File: src/rtl/dm_arbiter_if.sv
// Bus bundle between the two data-memory requesters, the arbiter and the memory.
// The slave modport is the arbiter's view; the master modport is the requester/memory side.
interface dm_arbiter_if #(
  parameter int unsigned AW = 10,
  parameter int unsigned DW = 8
);
  logic          M0_REQ;
  logic          M0_WE;
  logic          M0_LOCK;
  logic [AW-1:0] M0_ADDR;
  logic [DW-1:0] M0_WDATA;
  logic          M0_GNT;
  logic [DW-1:0] M0_RDATA;
  logic          M0_RVALID;

  logic          M1_REQ;
  logic          M1_WE;
  logic          M1_LOCK;
  logic [AW-1:0] M1_ADDR;
  logic [DW-1:0] M1_WDATA;
  logic          M1_GNT;
  logic [DW-1:0] M1_RDATA;
  logic          M1_RVALID;

  logic          DM_EN;
  logic [AW-1:0] DM_ADDR;
  logic [DW-1:0] DM_IN;
  logic [DW-1:0] DM_OUT;

  modport slave (
    input  M0_REQ, M0_WE, M0_LOCK, M0_ADDR, M0_WDATA,
    output M0_GNT, M0_RDATA, M0_RVALID,
    input  M1_REQ, M1_WE, M1_LOCK, M1_ADDR, M1_WDATA,
    output M1_GNT, M1_RDATA, M1_RVALID,
    output DM_EN, DM_ADDR, DM_IN,
    input  DM_OUT
  );

  modport master (
    output M0_REQ, M0_WE, M0_LOCK, M0_ADDR, M0_WDATA,
    input  M0_GNT, M0_RDATA, M0_RVALID,
    output M1_REQ, M1_WE, M1_LOCK, M1_ADDR, M1_WDATA,
    input  M1_GNT, M1_RDATA, M1_RVALID,
    input  DM_EN, DM_ADDR, DM_IN,
    output DM_OUT
  );
endinterface

File: src/rtl/dm_arbiter.sv
// Two-port round-robin arbiter for the single-port data memory, with locked bursts
// bounded by MAX_LOCK consecutive grants while the other port is waiting.
module dm_arbiter #(
  parameter int unsigned AW       = 10,
  parameter int unsigned DW       = 8,
  parameter int unsigned MAX_LOCK = 4
) (
  input  logic         CLK,
  input  logic         RST,
  dm_arbiter_if.slave  bus
);
  localparam logic [3:0] LockMax = 4'(MAX_LOCK);

  logic          r_last;
  logic          r_own_vld;
  logic          r_own;
  logic [3:0]    r_lcnt;
  logic [DW-1:0] r_rdata0;
  logic [DW-1:0] r_rdata1;
  logic          r_rvalid0;
  logic          r_rvalid1;

  logic          w_own_req;
  logic          w_oth_req;
  logic          w_hold;
  logic          w_gnt_vld;
  logic          w_gnt_sel;
  logic          w_we;
  logic          w_lock;
  logic [AW-1:0] w_addr;
  logic [DW-1:0] w_wdata;
  logic          w_rd0;
  logic          w_rd1;

  always_comb begin
    w_own_req = r_own ? bus.M1_REQ : bus.M0_REQ;
    w_oth_req = r_own ? bus.M0_REQ : bus.M1_REQ;
    // The owner keeps the grant unless it has used up its quota and the other port waits.
    w_hold    = r_own_vld && w_own_req && !(w_oth_req && (r_lcnt == LockMax));
    w_gnt_vld = RST && (bus.M0_REQ || bus.M1_REQ);
    if (w_hold) begin
      w_gnt_sel = r_own;
    end else if (bus.M0_REQ && bus.M1_REQ) begin
      w_gnt_sel = ~r_last;
    end else begin
      w_gnt_sel = bus.M1_REQ;
    end
    w_we    = w_gnt_sel ? bus.M1_WE    : bus.M0_WE;
    w_lock  = w_gnt_sel ? bus.M1_LOCK  : bus.M0_LOCK;
    w_addr  = w_gnt_sel ? bus.M1_ADDR  : bus.M0_ADDR;
    w_wdata = w_gnt_sel ? bus.M1_WDATA : bus.M0_WDATA;
    w_rd0   = w_gnt_vld && !w_gnt_sel && !w_we;
    w_rd1   = w_gnt_vld && w_gnt_sel && !w_we;
  end

  assign bus.M0_GNT    = w_gnt_vld && !w_gnt_sel;
  assign bus.M1_GNT    = w_gnt_vld && w_gnt_sel;
  assign bus.DM_EN     = w_gnt_vld && w_we;
  assign bus.DM_ADDR   = w_gnt_vld ? w_addr : '0;
  assign bus.DM_IN     = w_gnt_vld ? w_wdata : '0;
  assign bus.M0_RDATA  = r_rdata0;
  assign bus.M1_RDATA  = r_rdata1;
  assign bus.M0_RVALID = r_rvalid0;
  assign bus.M1_RVALID = r_rvalid1;

  always_ff @(posedge CLK or negedge RST) begin
    if (!RST) begin
      r_last    <= 1'b1;
      r_own_vld <= 1'b0;
      r_own     <= 1'b0;
      r_lcnt    <= 4'd0;
      r_rdata0  <= '0;
      r_rdata1  <= '0;
      r_rvalid0 <= 1'b0;
      r_rvalid1 <= 1'b0;
    end else begin
      r_rvalid0 <= w_rd0;
      r_rvalid1 <= w_rd1;
      if (w_rd0) r_rdata0 <= bus.DM_OUT;
      if (w_rd1) r_rdata1 <= bus.DM_OUT;
      if (w_gnt_vld) begin
        r_last <= w_gnt_sel;
        if (w_lock) begin
          r_own_vld <= 1'b1;
          r_own     <= w_gnt_sel;
          if (r_own_vld && (r_own == w_gnt_sel)) begin
            if (r_lcnt != LockMax) r_lcnt <= r_lcnt + 4'd1;
          end else begin
            r_lcnt <= 4'd1;
          end
        end else begin
          r_own_vld <= 1'b0;
          r_lcnt    <= 4'd0;
        end
      end else begin
        r_own_vld <= 1'b0;
        r_lcnt    <= 4'd0;
      end
    end
  end
endmodule

File: src/flat_wrapper.sv
// flat-port wrapper written by rule: the top's interface ports become plain ports
module dm_arbiter_flat 
#(
  parameter int unsigned AW       = 10,
  parameter int unsigned DW       = 8,
  parameter int unsigned MAX_LOCK = 4
)
  (CLK, RST, bus_M0_REQ, bus_M0_WE, bus_M0_LOCK, bus_M0_ADDR, bus_M0_WDATA, bus_M0_GNT, bus_M0_RDATA, bus_M0_RVALID, bus_M1_REQ, bus_M1_WE, bus_M1_LOCK, bus_M1_ADDR, bus_M1_WDATA, bus_M1_GNT, bus_M1_RDATA, bus_M1_RVALID, bus_DM_EN, bus_DM_ADDR, bus_DM_IN, bus_DM_OUT);
  dm_arbiter_if #(.AW(AW), .DW(DW)) bus_i ();
  input  logic CLK;
  input  logic RST;
  input wire logic [$bits(bus_i.M0_REQ)-1:0] bus_M0_REQ;
  input wire logic [$bits(bus_i.M0_WE)-1:0] bus_M0_WE;
  input wire logic [$bits(bus_i.M0_LOCK)-1:0] bus_M0_LOCK;
  input wire logic [$bits(bus_i.M0_ADDR)-1:0] bus_M0_ADDR;
  input wire logic [$bits(bus_i.M0_WDATA)-1:0] bus_M0_WDATA;
  output wire logic [$bits(bus_i.M0_GNT)-1:0] bus_M0_GNT;
  output wire logic [$bits(bus_i.M0_RDATA)-1:0] bus_M0_RDATA;
  output wire logic [$bits(bus_i.M0_RVALID)-1:0] bus_M0_RVALID;
  input wire logic [$bits(bus_i.M1_REQ)-1:0] bus_M1_REQ;
  input wire logic [$bits(bus_i.M1_WE)-1:0] bus_M1_WE;
  input wire logic [$bits(bus_i.M1_LOCK)-1:0] bus_M1_LOCK;
  input wire logic [$bits(bus_i.M1_ADDR)-1:0] bus_M1_ADDR;
  input wire logic [$bits(bus_i.M1_WDATA)-1:0] bus_M1_WDATA;
  output wire logic [$bits(bus_i.M1_GNT)-1:0] bus_M1_GNT;
  output wire logic [$bits(bus_i.M1_RDATA)-1:0] bus_M1_RDATA;
  output wire logic [$bits(bus_i.M1_RVALID)-1:0] bus_M1_RVALID;
  output wire logic [$bits(bus_i.DM_EN)-1:0] bus_DM_EN;
  output wire logic [$bits(bus_i.DM_ADDR)-1:0] bus_DM_ADDR;
  output wire logic [$bits(bus_i.DM_IN)-1:0] bus_DM_IN;
  input wire logic [$bits(bus_i.DM_OUT)-1:0] bus_DM_OUT;
  assign bus_i.M0_REQ = bus_M0_REQ;
  assign bus_i.M0_WE = bus_M0_WE;
  assign bus_i.M0_LOCK = bus_M0_LOCK;
  assign bus_i.M0_ADDR = bus_M0_ADDR;
  assign bus_i.M0_WDATA = bus_M0_WDATA;
  assign bus_M0_GNT = bus_i.M0_GNT;
  assign bus_M0_RDATA = bus_i.M0_RDATA;
  assign bus_M0_RVALID = bus_i.M0_RVALID;
  assign bus_i.M1_REQ = bus_M1_REQ;
  assign bus_i.M1_WE = bus_M1_WE;
  assign bus_i.M1_LOCK = bus_M1_LOCK;
  assign bus_i.M1_ADDR = bus_M1_ADDR;
  assign bus_i.M1_WDATA = bus_M1_WDATA;
  assign bus_M1_GNT = bus_i.M1_GNT;
  assign bus_M1_RDATA = bus_i.M1_RDATA;
  assign bus_M1_RVALID = bus_i.M1_RVALID;
  assign bus_DM_EN = bus_i.DM_EN;
  assign bus_DM_ADDR = bus_i.DM_ADDR;
  assign bus_DM_IN = bus_i.DM_IN;
  assign bus_i.DM_OUT = bus_DM_OUT;
  dm_arbiter #(.AW(AW), .DW(DW), .MAX_LOCK(MAX_LOCK)) u_core (.CLK(CLK), .RST(RST), .bus(bus_i));
endmodule
File: config.mk
export PLATFORM = sky130hd
export DESIGN_NAME = dm_arbiter_flat
export DESIGN_NICKNAME = d
export VERILOG_FILES = /design/src/rtl/dm_arbiter_if.sv /design/src/rtl/dm_arbiter.sv /design/src/flat_wrapper.sv
export SDC_FILE = /design/constraint.sdc
export NUM_CORES = 1
export LEC_CHECK = 0
export ABC_AREA = 1
export CAP_MARGIN = 20
export CELL_PAD_IN_SITES_DETAIL_PLACEMENT = 2
export CELL_PAD_IN_SITES_GLOBAL_PLACEMENT = 2
export CORE_MARGIN = 5
export CORE_UTILIZATION = 16
export CTS_CLUSTER_DIAMETER = 40
export DETAILED_ROUTE_END_ITERATION = 12
export PLACE_DENSITY_LB_ADDON = 0.1
export SKIP_LAST_GASP = 1
export SYNTH_ARGS = -nofsm -noshare
export SYNTH_HDL_FRONTEND = slang
export SYNTH_SLANG_ARGS = --single-unit
File: constraint.sdc
create_clock -name CLK -period 2.25 [get_ports CLK]
set_clock_uncertainty 0.1 [all_clocks]
set_input_delay 0.5625 -clock CLK [delete_from_list [all_inputs] [get_ports CLK]]
set_output_delay 0.5625 -clock CLK [all_outputs]
set_load 0.05 [all_outputs]
Word-level counts from Yosys, hierarchy flattened:

Index checks and enable logic that the tools add are counted.
W data, S select, Z words.

* register bits after elaboration: 25
* input bits: 52
* word-level logic and storage cells: 46

* add/subtract/negate cells: 1
* equal/unequal tests: 4
* muxes and demuxes: 16
* bitwise operators: 1
* reduce and logical (&&, ||, !) cells: 16

Operators with widths (number)
* $mux W10: 2
* $mux W4: 4
* $mux W8: 2
* $logic_and A1 B1 Y1: 11
* $mux W1: 8
* $add A4 B1 Y4 const B: 1
* $eq A4 B3 Y1 const B: 1
* $ne A4 B3 Y1 const B: 1
* $ne A4 B4 Y1 const B: 1
* $logic_not A1 Y1: 3
* $reduce_and A2 Y1: 1
* $eq A1 B1 Y1: 1
* $logic_or A1 B1 Y1: 1
* $not A1 Y1: 1

Longest topological paths before layout:

Gate-level depths: netlist (run 1).

* depth after elaboration: 10
* mapped depth: 13
* depth with buffers taken out: 13

Worst setup path after synthesis (run 1):

OpenSTA, ideal clock, no wires.

* path kind: register to output
* start point: register u_core.r_lcnt[0]
* end point: output port bus_DM_EN
* arrival time: 2.125 ns
* required time: 1.587 ns
* slack: -0.537 ns
* stages on the path, launching flop included: 12
* path through: dfrtp_1 -> inv_1 -> ha_1 -> nand2_2 -> nor2_4 -> nand2_2 -> nand3_1 -> nand2_4 -> nand2_1 -> o21ai_4 -> buf_6 -> nor2_1

* cells in the longest elaborated chain, start to end: 7

RTL lines
* from (decl): RTL line dm_arbiter.sv:17 `logic [3:0] r_lcnt;`
* from (signal assigned): RTL line dm_arbiter.sv:87 `if (r_lcnt != LockMax) r_lcnt <= r_lcnt + 4'd1;`
* $eq A4 B3 Y1: RTL line dm_arbiter.sv:39 `w_hold = r_own_vld && w_own_req && !(w_oth_req && (r_lcnt == LockMax));`
* $logic_and A1 B1 Y1: RTL line dm_arbiter.sv:39
* $logic_not A1 Y1: RTL line dm_arbiter.sv:39
* $logic_and A1 B1 Y1: RTL line dm_arbiter.sv:39
* $mux W1: RTL line dm_arbiter.sv:41 `if (w_hold) begin`
* $mux W1: RTL line dm_arbiter.sv:48 `w_we = w_gnt_sel ? bus.M1_WE : bus.M0_WE;`
* $logic_and A1 B1 Y1: RTL line dm_arbiter.sv:58 `assign bus.DM_EN = w_gnt_vld && w_we;`
* to (decl): RTL line flat_wrapper.sv:28 `output wire logic [$bits(bus_i.DM_EN)-1:0] bus_DM_EN;`

Every way passes these cells.

Worst setup path in the final report (run 1):

* start point: register u_core.r_lcnt[0]
* end point: output port bus_DM_ADDR[9]

* cells in the longest elaborated chain, start to end: 7

RTL lines
* $eq A4 B3 Y1: RTL line dm_arbiter.sv:39
* $logic_and A1 B1 Y1: RTL line dm_arbiter.sv:39
* $logic_not A1 Y1: RTL line dm_arbiter.sv:39
* $logic_and A1 B1 Y1: RTL line dm_arbiter.sv:39
* $mux W1: RTL line dm_arbiter.sv:41
* $mux W10: RTL line dm_arbiter.sv:50 `w_addr = w_gnt_sel ? bus.M1_ADDR : bus.M0_ADDR;`
* $mux W10: RTL line dm_arbiter.sv:59 `assign bus.DM_ADDR = w_gnt_vld ? w_addr : '0;`
* to (decl): RTL line flat_wrapper.sv:29 `output wire logic [$bits(bus_i.DM_ADDR)-1:0] bus_DM_ADDR;`

Every way passes these cells.

==> metrics.csv, run 1 <==
metric,value,unit
ys_seq_area_share,44.5,%
cp-start-kind,register,
syn_area,1410,um2
drive_gt1_share,43.8,%
drt_iter0_drc,37,
outcome,"finished, violations left",
viasPerCell,4.16,
gp_congestion,0.712,
root_buffer,clkbuf_8,
setup_violations,31,
cts.sinks,25,
required,1590,ps
nFillCells,935,
nets,384,
rsz0062_at_grt,true,
ios,91,
antennaDiodeCount,0,
grt_pass1_vias,2073,
cp_common_cell,nand2_4,
die-area,10800,um2
worst_setup_path_end_kind,output pin,
hold_buffers,0,
cp.buffers_inverters,4,
min_period,2710,ps
netlist_instances,195,
die_h,104,um
wirelength,6.93,mm
layout_common_cells,"61 x clkdlybuf4s50_1, 49 x nand2_1, 42 x buf_4",
maxSlewViolCount,0,
grt_use_total,12.8,%
fp.dieW,104,um
synthToLayoutAreaGrowth,151,%
cts_tree,yes,
syn_area_per_cell,7.22,um2
ir_drop,0.245,mV
yosys_warnings,0,
hold_path_end,u_core.r_last$_DFFE_PN1P_,
finalCritPeriodShare,120,%
max_freq,0.369,GHz
clk_latency,270,ps
post_dp_cell_area,3120,um2
maxCapViolations,0,
hpwl,5.12,mm
crit_path_max_fanout,5,
leakagePower,0.00166,uW
timing_hold_violations_final,0,
portBuffers,90,
hold_path.class,reg2reg,
finalInstanceArea,3540,um2
num_rows,34,
wl_per_cell,15.8,um
total_power,2610,uW
rr_endpoint,u_core.bus.M1_RDATA[2]$_DFFE_PN0P_,
r2r_cells,15,
cp_slowest_cell,dfrtp_1,
max_stage_delay,420,ps
synth_cell_types,22,
drc,0,
multi_input_area,1140,um2
drtAntennaViolNets,0,
cp.arrival,2050,ps
vias,1820,
placed_cells,413,
relSlewSlack,65.9,%
min_from,u_core.r_last$_DFFE_PN1P_,
synth-seq-cells,25,
grt_max_degree,26,
crit_type,reg2out,
first_pass_iters,3,
critPathTopFamily,simple AND/OR/NAND/NOR gates,
fin_cells,437,
crit_chain,"inv_2, ha_4, nand2_4, nor2_4, nand2_4, nand3_4, nand2_8, nor2_4, buf_6, buf_12, nand2_4, nand2_8, buf_12",
core_area,8640,um2
seqCellArea,627,um2
grt-ovfl-total,0,
final_common_cell,clkdlybuf4s50_1,
worstMarginPinSlew,510,ps
clockBufferDepth,2,
antenna_found_initial,0,
worstHoldPathCells,2,
syn_nets,249,
start_util,16.3,%
power_density,739,nW/um2
timing.rr.start,u_core.r_lcnt[0]$_DFFE_PN0P_,
violations,setup timing,
clkTransAtPathRegs,90,ps
r2r_slack,-20,ps
setup_slack,-460,ps
numCtsBuffers,3,
grt_pass1_wl,11.1,mm
htree_num_levels,1,
==> cell usage after synthesis, drive strengths merged <==
cell type / count / share of area, %
a21oi: 1 / 0.35
nand2: 107 / 30
xor2: 1 / 0.62
nand3: 25 / 8.9
inv: 12 / 3.2
nor2: 9 / 3.5
dfstp: 1 / 1.9
ha: 2 / 1.8
o21a: 1 / 0.53
dfrtp: 24 / 43
nand4: 1 / 0.44
buf: 5 / 2.6
o21ai: 4 / 2.2
xnor2: 1 / 0.62
mux2i: 1 / 0.71
==> worst reg2reg max path: cells and delay by family, from the launching register on <==
kind | cells | cell delay, ps
flip-flops | 1 | 420
AND/OR/NAND/NOR | 7 | 620
AO/OA/AOI/OAI | 1 | 170
buffers and inverters | 6 | 760
adder cells (fa/ha/maj) | 1 | 150
==> area by class of cell <==
class	count	area share [%]
timing repair inverter	1	0.460
sequential	25	17.7
multi-input combinational	153	32.3
timing repair buffer	134	42.8
tap	108	3.82
clock buffer	4	1.27
inverter	12	1.63
==> through the flow <==
stage | setup WS [ps] | hold WS, ps | util [%] | setup TNS [ps]
finish | -460 | 375 | 40.9 | -9400
CTS | -464 | 379 | 39.4 | -10210
detailed placement | -717 | 362 | 36.1 | -24230
floorplan | -161 | 167 | - | -2720
global route | -600 | 403 | 40.9 | -14460
global placement | -657 | 358 | 36.1 | -21490
==> state kept, by name, indices dropped and copies added, names as in the netlist <==
register              cells
u_core.r_own              1
u_core.r_own_vld          1
u_core.r_last             1
u_core.bus.M1_RVALID      1
u_core.r_lcnt             4
u_core.bus.M0_RVALID      1
u_core.bus.M1_RDATA       8
u_core.bus.M0_RDATA       8
==> metal layers <==
metal | track usage [%] | part of all wire [%]
met4 | 2.78 | 1.0
met5 | 0 | 0
met1 | 15.0 | 40
met2 | 22.3 | 52
met3 | 4.42 | 7.4
==> how the worst max path moves through the flow <==
stage / start / endpoint / cells after the start
6_report: u_core.r_lcnt[0]$_DFFE_PN0P_ / bus_DM_ADDR[9] / 13
5_1_grt: u_core.r_lcnt[0]$_DFFE_PN0P_ / bus_DM_IN[3] / 13
4_1_cts: u_core.r_lcnt[0]$_DFFE_PN0P_ / bus_DM_EN / 13
3_5_place_dp: bus_M0_REQ / bus_DM_IN[3] / 10
3_3_place_gp: bus_M0_REQ / bus_DM_IN[3] / 10
2_1_floorplan: u_core.r_lcnt[0]$_DFFE_PN0P_ / bus_DM_ADDR[1] / 11
==> timing repair <==
action	4_1_cts	5_1_grt
pin swaps	7	5
gates resized for setup	25	22
setup buffers	13	7
gates cloned	3	0
endpoints found under the setup margin	39	39
==> kinds of logic after synthesis <==
family	Yosys count	synth area share, %
multiplexers	1	0.711
adder cells (fa/ha/maj)	2	1.78
XOR/XNOR	2	1.24
AO/OA/AOI/OAI	6	3.11
buffers and inverters	17	5.77
AND/OR/NAND/NOR	142	42.9
flip-flops	25	44.5
==> power breakdown <==
| part | switching, uW | total [uW] | internal [uW] |
|---|---|---|---|
| clock network | 154 | 281 | 127 |
| registers | 79.7 | 657 | 577 |
| logic | 993 | 1670 | 681 |
No activity file was read; power rests on OpenSTA's default activity.
==> run 2, diff against run 1 <==
- PLACE_DENSITY: default -> 0.76
- PLACE_DENSITY_LB_ADDON: 0.1 -> default
==> metrics.csv, run 2 (synthesized netlist as in run 1, its figures left out) <==
metric,value,unit,change
grt_max_degree,26,,unchanged
finalCritPeriodShare,122,%,was 120%
clk_latency,270,ps,about the same
grt-ovfl-total,0,,unchanged
crit_chain,"inv_2, ha_4, nand2_4, nor2_4, nand2_2, nand2_2, nand2_2, nand2_4, buf_6, nand2_8, inv_8, nand2_2, nand2_4, buf_12",,"was inv_2, ha_4, nand2_4, nor2_4, nand2_4, nand3_4, nand2_8, nor2_4, buf_6, buf_12, nand2_4, nand2_8, buf_12"
finalInstanceArea,3650,um2,was 3540 um2
die_h,104,um,unchanged
num_rows,34,,unchanged
gp_congestion,0.709,,was 0.712
r2r_slack,10,ps,was -20 ps
clockBufferDepth,2,,unchanged
drt_iter0_drc,35,,was 37
nets,389,,was 384
hold_buffers,0,,unchanged
max_freq,0.364,GHz,was 0.369 GHz
placed_cells,411,,was 413
drc,0,,unchanged
final_util,42.3,%,was 40.9%
portBuffers,90,,unchanged
antenna_found_initial,0,,unchanged
hold_path.class,reg2reg,,unchanged
wirelength,7.91,mm,was 6.93 mm
multi_input_area,1170,um2,was 1140 um2
leakagePower,0.00176,uW,was 0.00166 uW
worst_setup_path_end_kind,output pin,,unchanged
ir_drop,0.268,mV,was 0.245 mV
drtAntennaViolNets,0,,unchanged
worstMarginPinSlew,526,ps,was 510 ps
rr_endpoint,u_core.bus.M1_RDATA[3]$_DFFE_PN0P_,,was u_core.bus.M1_RDATA[2]$_DFFE_PN0P_
timing.hold.ws,382,ps,was 375 ps
required,1590,ps,about the same
timing.rr.start,u_core.r_lcnt[0]$_DFFE_PN0P_,,unchanged
hold_path_end,u_core.bus.M0_RDATA[4]$_DFFE_PN0P_,,was u_core.r_last$_DFFE_PN1P_
numCtsBuffers,3,,unchanged
cts_tree,yes,,unchanged
fin_cells,442,,was 437
die-area,10800,um2,unchanged
root_buffer,clkbuf_8,,unchanged
synthToLayoutAreaGrowth,159,%,was 151%
grt_use_total,13.9,%,was 12.8%
power_density,736,nW/um2,was 739 nW/um2
outcome,"finished, violations left",,unchanged
grt_pass1_vias,2176,,"was 2,073"
vias,1904,,"was 1,820"
fp.dieW,104,um,unchanged
tns,-10090,ps,was -9400 ps
cts.sinks,25,,unchanged
maxCapViolations,0,,unchanged
worstHoldPathCells,2,,unchanged
viasPerCell,4.31,,was 4.16
setup_violations,21,,was 31
htree_num_levels,1,,unchanged
clkTransAtPathRegs,90,ps,about the same
maxSlewViolCount,0,,unchanged
ios,91,,unchanged
max_stage_delay,410,ps,was 420 ps
core_area,8640,um2,unchanged
nFillCells,904,,was 935
min_from,u_core.bus.M0_RDATA[4]$_DFFE_PN0P_,,was u_core.r_last$_DFFE_PN1P_
rsz0062_at_grt,true,,unchanged
seqCellArea,627,um2,unchanged
final_common_cell,clkdlybuf4s50_1,,unchanged
r2r_cells,15,,unchanged
start_util,16.3,%,unchanged
crit_type,reg2out,,unchanged
hpwl,5.27,mm,was 5.12 mm
drive_gt1_share,46.1,%,was 43.8%
cp.arrival,2080,ps,was 2050 ps
wl_per_cell,17.9,um,was 15.8 um
crit_path_max_fanout,5,,unchanged
min_period,2750,ps,was 2710 ps
first_pass_iters,4,,was 3
post_dp_cell_area,3100,um2,was 3120 um2
setup_slack,-497,ps,was -460 ps
grt_pass1_wl,12.0,mm,was 11.1 mm
timing_hold_violations_final,0,,unchanged
antennaDiodeCount,0,,unchanged
cp_slowest_cell,dfrtp_1,,unchanged
cp-start-kind,register,,unchanged
relSlewSlack,64.9,%,was 65.9%
violations,setup timing,,unchanged
cp_common_cell,nand2_2,,was nand2_4
layout_common_cells,"64 x clkdlybuf4s50_1, 44 x nand2_1, 37 x nand2_4",,"was 61 x clkdlybuf4s50_1, 49 x nand2_1, 42 x buf_4"
==> run 2: repair_timing <==
action,4_1_cts,5_1_grt
cloned,6,2
gates resized for setup,39,27
endpoints found under the setup margin,40,41
pin swaps,12,17
setup buffers,14,11
==> run 2: per-layer routing <==
metal  GRT usage, %  up-vias  routed length (um)
met2           27.8       48                4710
li1               -      890                   -
met4           2.87        0                 111
met5              0        -                   0
met1           14.6      960                2770
met3           3.11        6                 316
==> run 2: stage by stage <==
| stage | setup WS [ps] | power, uW |
|---|---|---|
| floorplan | -161 | 1520 |
| global placement | -672 | 2160 |
| detailed placement | -751 | 2190 |
| CTS | -495 | 2630 |
| global route | -595 | 2820 |
| finish | -497 | 2690 |
==> run 2: worst max path at each step <==
stage                                      start  depth (start not counted)  slack [ps]        endpoint
finish              u_core.r_lcnt[0]$_DFFE_PN0P_                         14        -500  bus_DM_ADDR[1]
CTS                 u_core.r_lcnt[1]$_DFFE_PN0P_                         15        -500  bus_DM_ADDR[5]
detailed placement                    bus_M1_REQ                         11        -750    bus_DM_IN[7]
global route        u_core.r_lcnt[0]$_DFFE_PN0P_                         14        -590    bus_DM_IN[7]
global placement                      bus_M1_REQ                         11        -670    bus_DM_IN[6]
floorplan           u_core.r_lcnt[0]$_DFFE_PN0P_                         11        -160  bus_DM_ADDR[1]
==> run 2: final cells by class <==
| class | count | area share (%) |
|---|---|---|
| repair inverters | 3 | 1.20 |
| inverters | 12 | 1.58 |
| well taps | 108 | 3.70 |
| multi-input cells | 154 | 32.1 |
| repair buffers | 136 | 42.9 |
| flip-flops and latches | 25 | 17.2 |
| clock buffers | 3 | 1.13 |
| clock inverters | 1 | 0.206 |
==> run 2: critical path: cells and delay by family, from the launching register on <==
family / cells / cell delay (ps)
adders and majority gates: 1 / 150
buffers and inverters: 4 / 460
DFF: 1 / 410
and+or+nand+nor: 9 / 770
==> run 2: report_power, final <==
part,switching [uW],internal (uW)
clock network,159,126
registers,83.9,577
logic,1030,711
total,1270,1410
==> run 3, diff against run 2 <==
- CORE_ASPECT_RATIO: default -> 0.8
- SLEW_MARGIN: default -> 25
==> metrics.csv, run 3 (synthesized netlist as in run 1, its figures left out) <==
metric,value,unit,change
finalCritPeriodShare,118,%,was 122%
viasPerCell,4.21,,was 4.31
numCtsBuffers,3,,unchanged
portBuffers,90,,unchanged
maxCapViolations,0,,unchanged
nets,386,,was 389
layout_common_cells,"63 x clkdlybuf4s50_1, 40 x nand2_1, 35 x nand2_2, 35 x buf_4, 24 x dfrtp_1",,"was 64 x clkdlybuf4s50_1, 44 x nand2_1, 37 x nand2_4"
grt_pass1_wl,11.5,mm,was 12.0 mm
timing.rr.start,u_core.r_lcnt[1]$_DFFE_PN0P_,,was u_core.r_lcnt[0]$_DFFE_PN0P_
cp.arrival,2000,ps,was 2080 ps
outcome,"finished, violations left",,unchanged
hpwl,5.43,mm,was 5.27 mm
grt_max_degree,26,,unchanged
synthToLayoutAreaGrowth,153,%,was 159%
cp-start-kind,register,,unchanged
ir_drop,0.422,mV,was 0.268 mV
tns,-8130,ps,"was -10,090 ps"
ios,91,,unchanged
start_util,16.5,%,was 16.3%
cts_tree,yes,,unchanged
rsz0062_at_grt,true,,unchanged
core_area,8520,um2,was 8640 um2
crit_path_start,u_core.r_lcnt[1]$_DFFE_PN0P_,,was u_core.r_lcnt[0]$_DFFE_PN0P_
first_pass_iters,4,,unchanged
placed_cells,414,,was 411
crit_path_max_fanout,6,,was 5
antenna_found_initial,0,,unchanged
min_period,2670,ps,was 2750 ps
root_buffer,clkbuf_8,,unchanged
drive_gt1_share,47.4,%,was 46.1%
worstMarginPinSlew,534,ps,was 526 ps
violations,setup timing,,unchanged
grt-ovfl-total,0,,unchanged
max_freq,0.375,GHz,was 0.364 GHz
clockBufferDepth,2,,unchanged
total_power,2680,uW,was 2690 uW
leakagePower,0.00163,uW,was 0.00176 uW
timing_hold_violations_final,0,,unchanged
drt_iter0_drc,42,,was 35
die-area,10800,um2,about the same
wl_per_cell,17.3,um,was 17.9 um
drc,0,,unchanged
required,1590,ps,about the same
r2r_cells,17,,was 15
final_common_cell,clkdlybuf4s50_1,,unchanged
fp.dieW,115,um,was 104 um
relSlewSlack,64.3,%,was 64.9%
setup_violations,21,,unchanged
gp_congestion,0.744,,was 0.709
die_h,93.9,um,was 104 um
clk_latency,280,ps,was 270 ps
min_from,u_core.bus.M0_RDATA[7]$_DFFE_PN0P_,,was u_core.bus.M0_RDATA[4]$_DFFE_PN0P_
hold_path.class,reg2reg,,unchanged
grt_use_total,13.6,%,was 13.9%
wirelength,7.64,mm,was 7.91 mm
drtAntennaViolNets,0,,unchanged
htree_num_levels,1,,unchanged
worstHoldPathCells,2,,unchanged
power_density,751,nW/um2,was 736 nW/um2
cts.sinks,25,,unchanged
worst_setup_path_end_kind,output pin,,unchanged
antennaDiodeCount,0,,unchanged
crit_type,reg2out,,unchanged
nFillCells,901,,was 904
num_rows,30,,was 34
maxSlewViolCount,0,,unchanged
fin_cells,443,,was 442
grt_pass1_vias,2144,,"was 2,176"
setup_slack,-416,ps,was -497 ps
clkTransAtPathRegs,90,ps,about the same
vias,1864,,"was 1,904"
-- run 3: per-stage QoR --
stage | instance area (um2) | setup WS (ps) | hold slack, ps | util, %
global placement | 3100 | -624 | 359 | 36.4
global route | 3560 | -532 | 412 | 41.8
floorplan | 1750 | -161 | 167 | -
CTS | 3430 | -410 | 387 | 40.3
finish | 3560 | -416 | 395 | 41.8
detailed placement | 3100 | -731 | 363 | 36.4
-- run 3: final timing paths --
kind	endpoint	slack [ps]
hold reg to reg	u_core.bus.M0_RDATA[7]$_DFFE_PN0P_	390
max in group asynchronous	u_core.r_last$_DFFE_PN1P_	1160
min in group asynchronous	u_core.r_own_vld$_DFF_PN0_	580
setup reg to reg	u_core.bus.M0_RDATA[0]$_DFFE_PN0P_	20
hold / removal	u_core.bus.M0_RDATA[7]$_DFFE_PN0P_	390
setup / recovery	bus_DM_ADDR[5]	-420
-- run 3: what timing repair did --
| item | 4_1_cts | 5_1_grt |
|---|---|---|
| hold buffers | 0 | 0 |
| setup buffers | 17 | 8 |
| resized for setup | 38 | 26 |
| endpoints found under the setup margin | 39 | 38 |
| cloned | 3 | 2 |
| pin swaps | 14 | 5 |
-- run 3: layout make-up --
class / instances / area (um2) / area share [%]
clock buffer: 4 / 45.0 / 1.26
inverter: 12 / 57.6 / 1.62
multi-input combinational: 154 / 1150 / 32.3
sequential: 25 / 627 / 17.6
tap: 112 / 140 / 3.93
timing repair buffer: 135 / 1530 / 42.8
timing repair inverter: 1 / 16.3 / 0.456
-- run 3: power by group --
| part | switching (uW) | internal (uW) |
|---|---|---|
| Sequential | 96.5 | 578 |
| Combinational | 1020 | 698 |
| Clock | 163 | 127 |
-- run 3: routing by layer --
layer / GRT usage, % / part of all wire [%]
met4: 2.44 / 1.5
met5: 0 / 0
met3: 2.12 / 4.0
met1: 15.1 / 38
met2: 27.2 / 56
-- run 3: critical path, cell delays in order, from the launching register on --
cell and delay, ps:
dfrtp_1 380, inv_2 60, ha_4 170, nand2_4 60
nor2_4 40, nand2_2 100, nand2_2 70, nand2_2 100
nand2_4 90, nor2_4 190, buf_6 190, nand2_2 80
nand2_4 70, buf_12 130
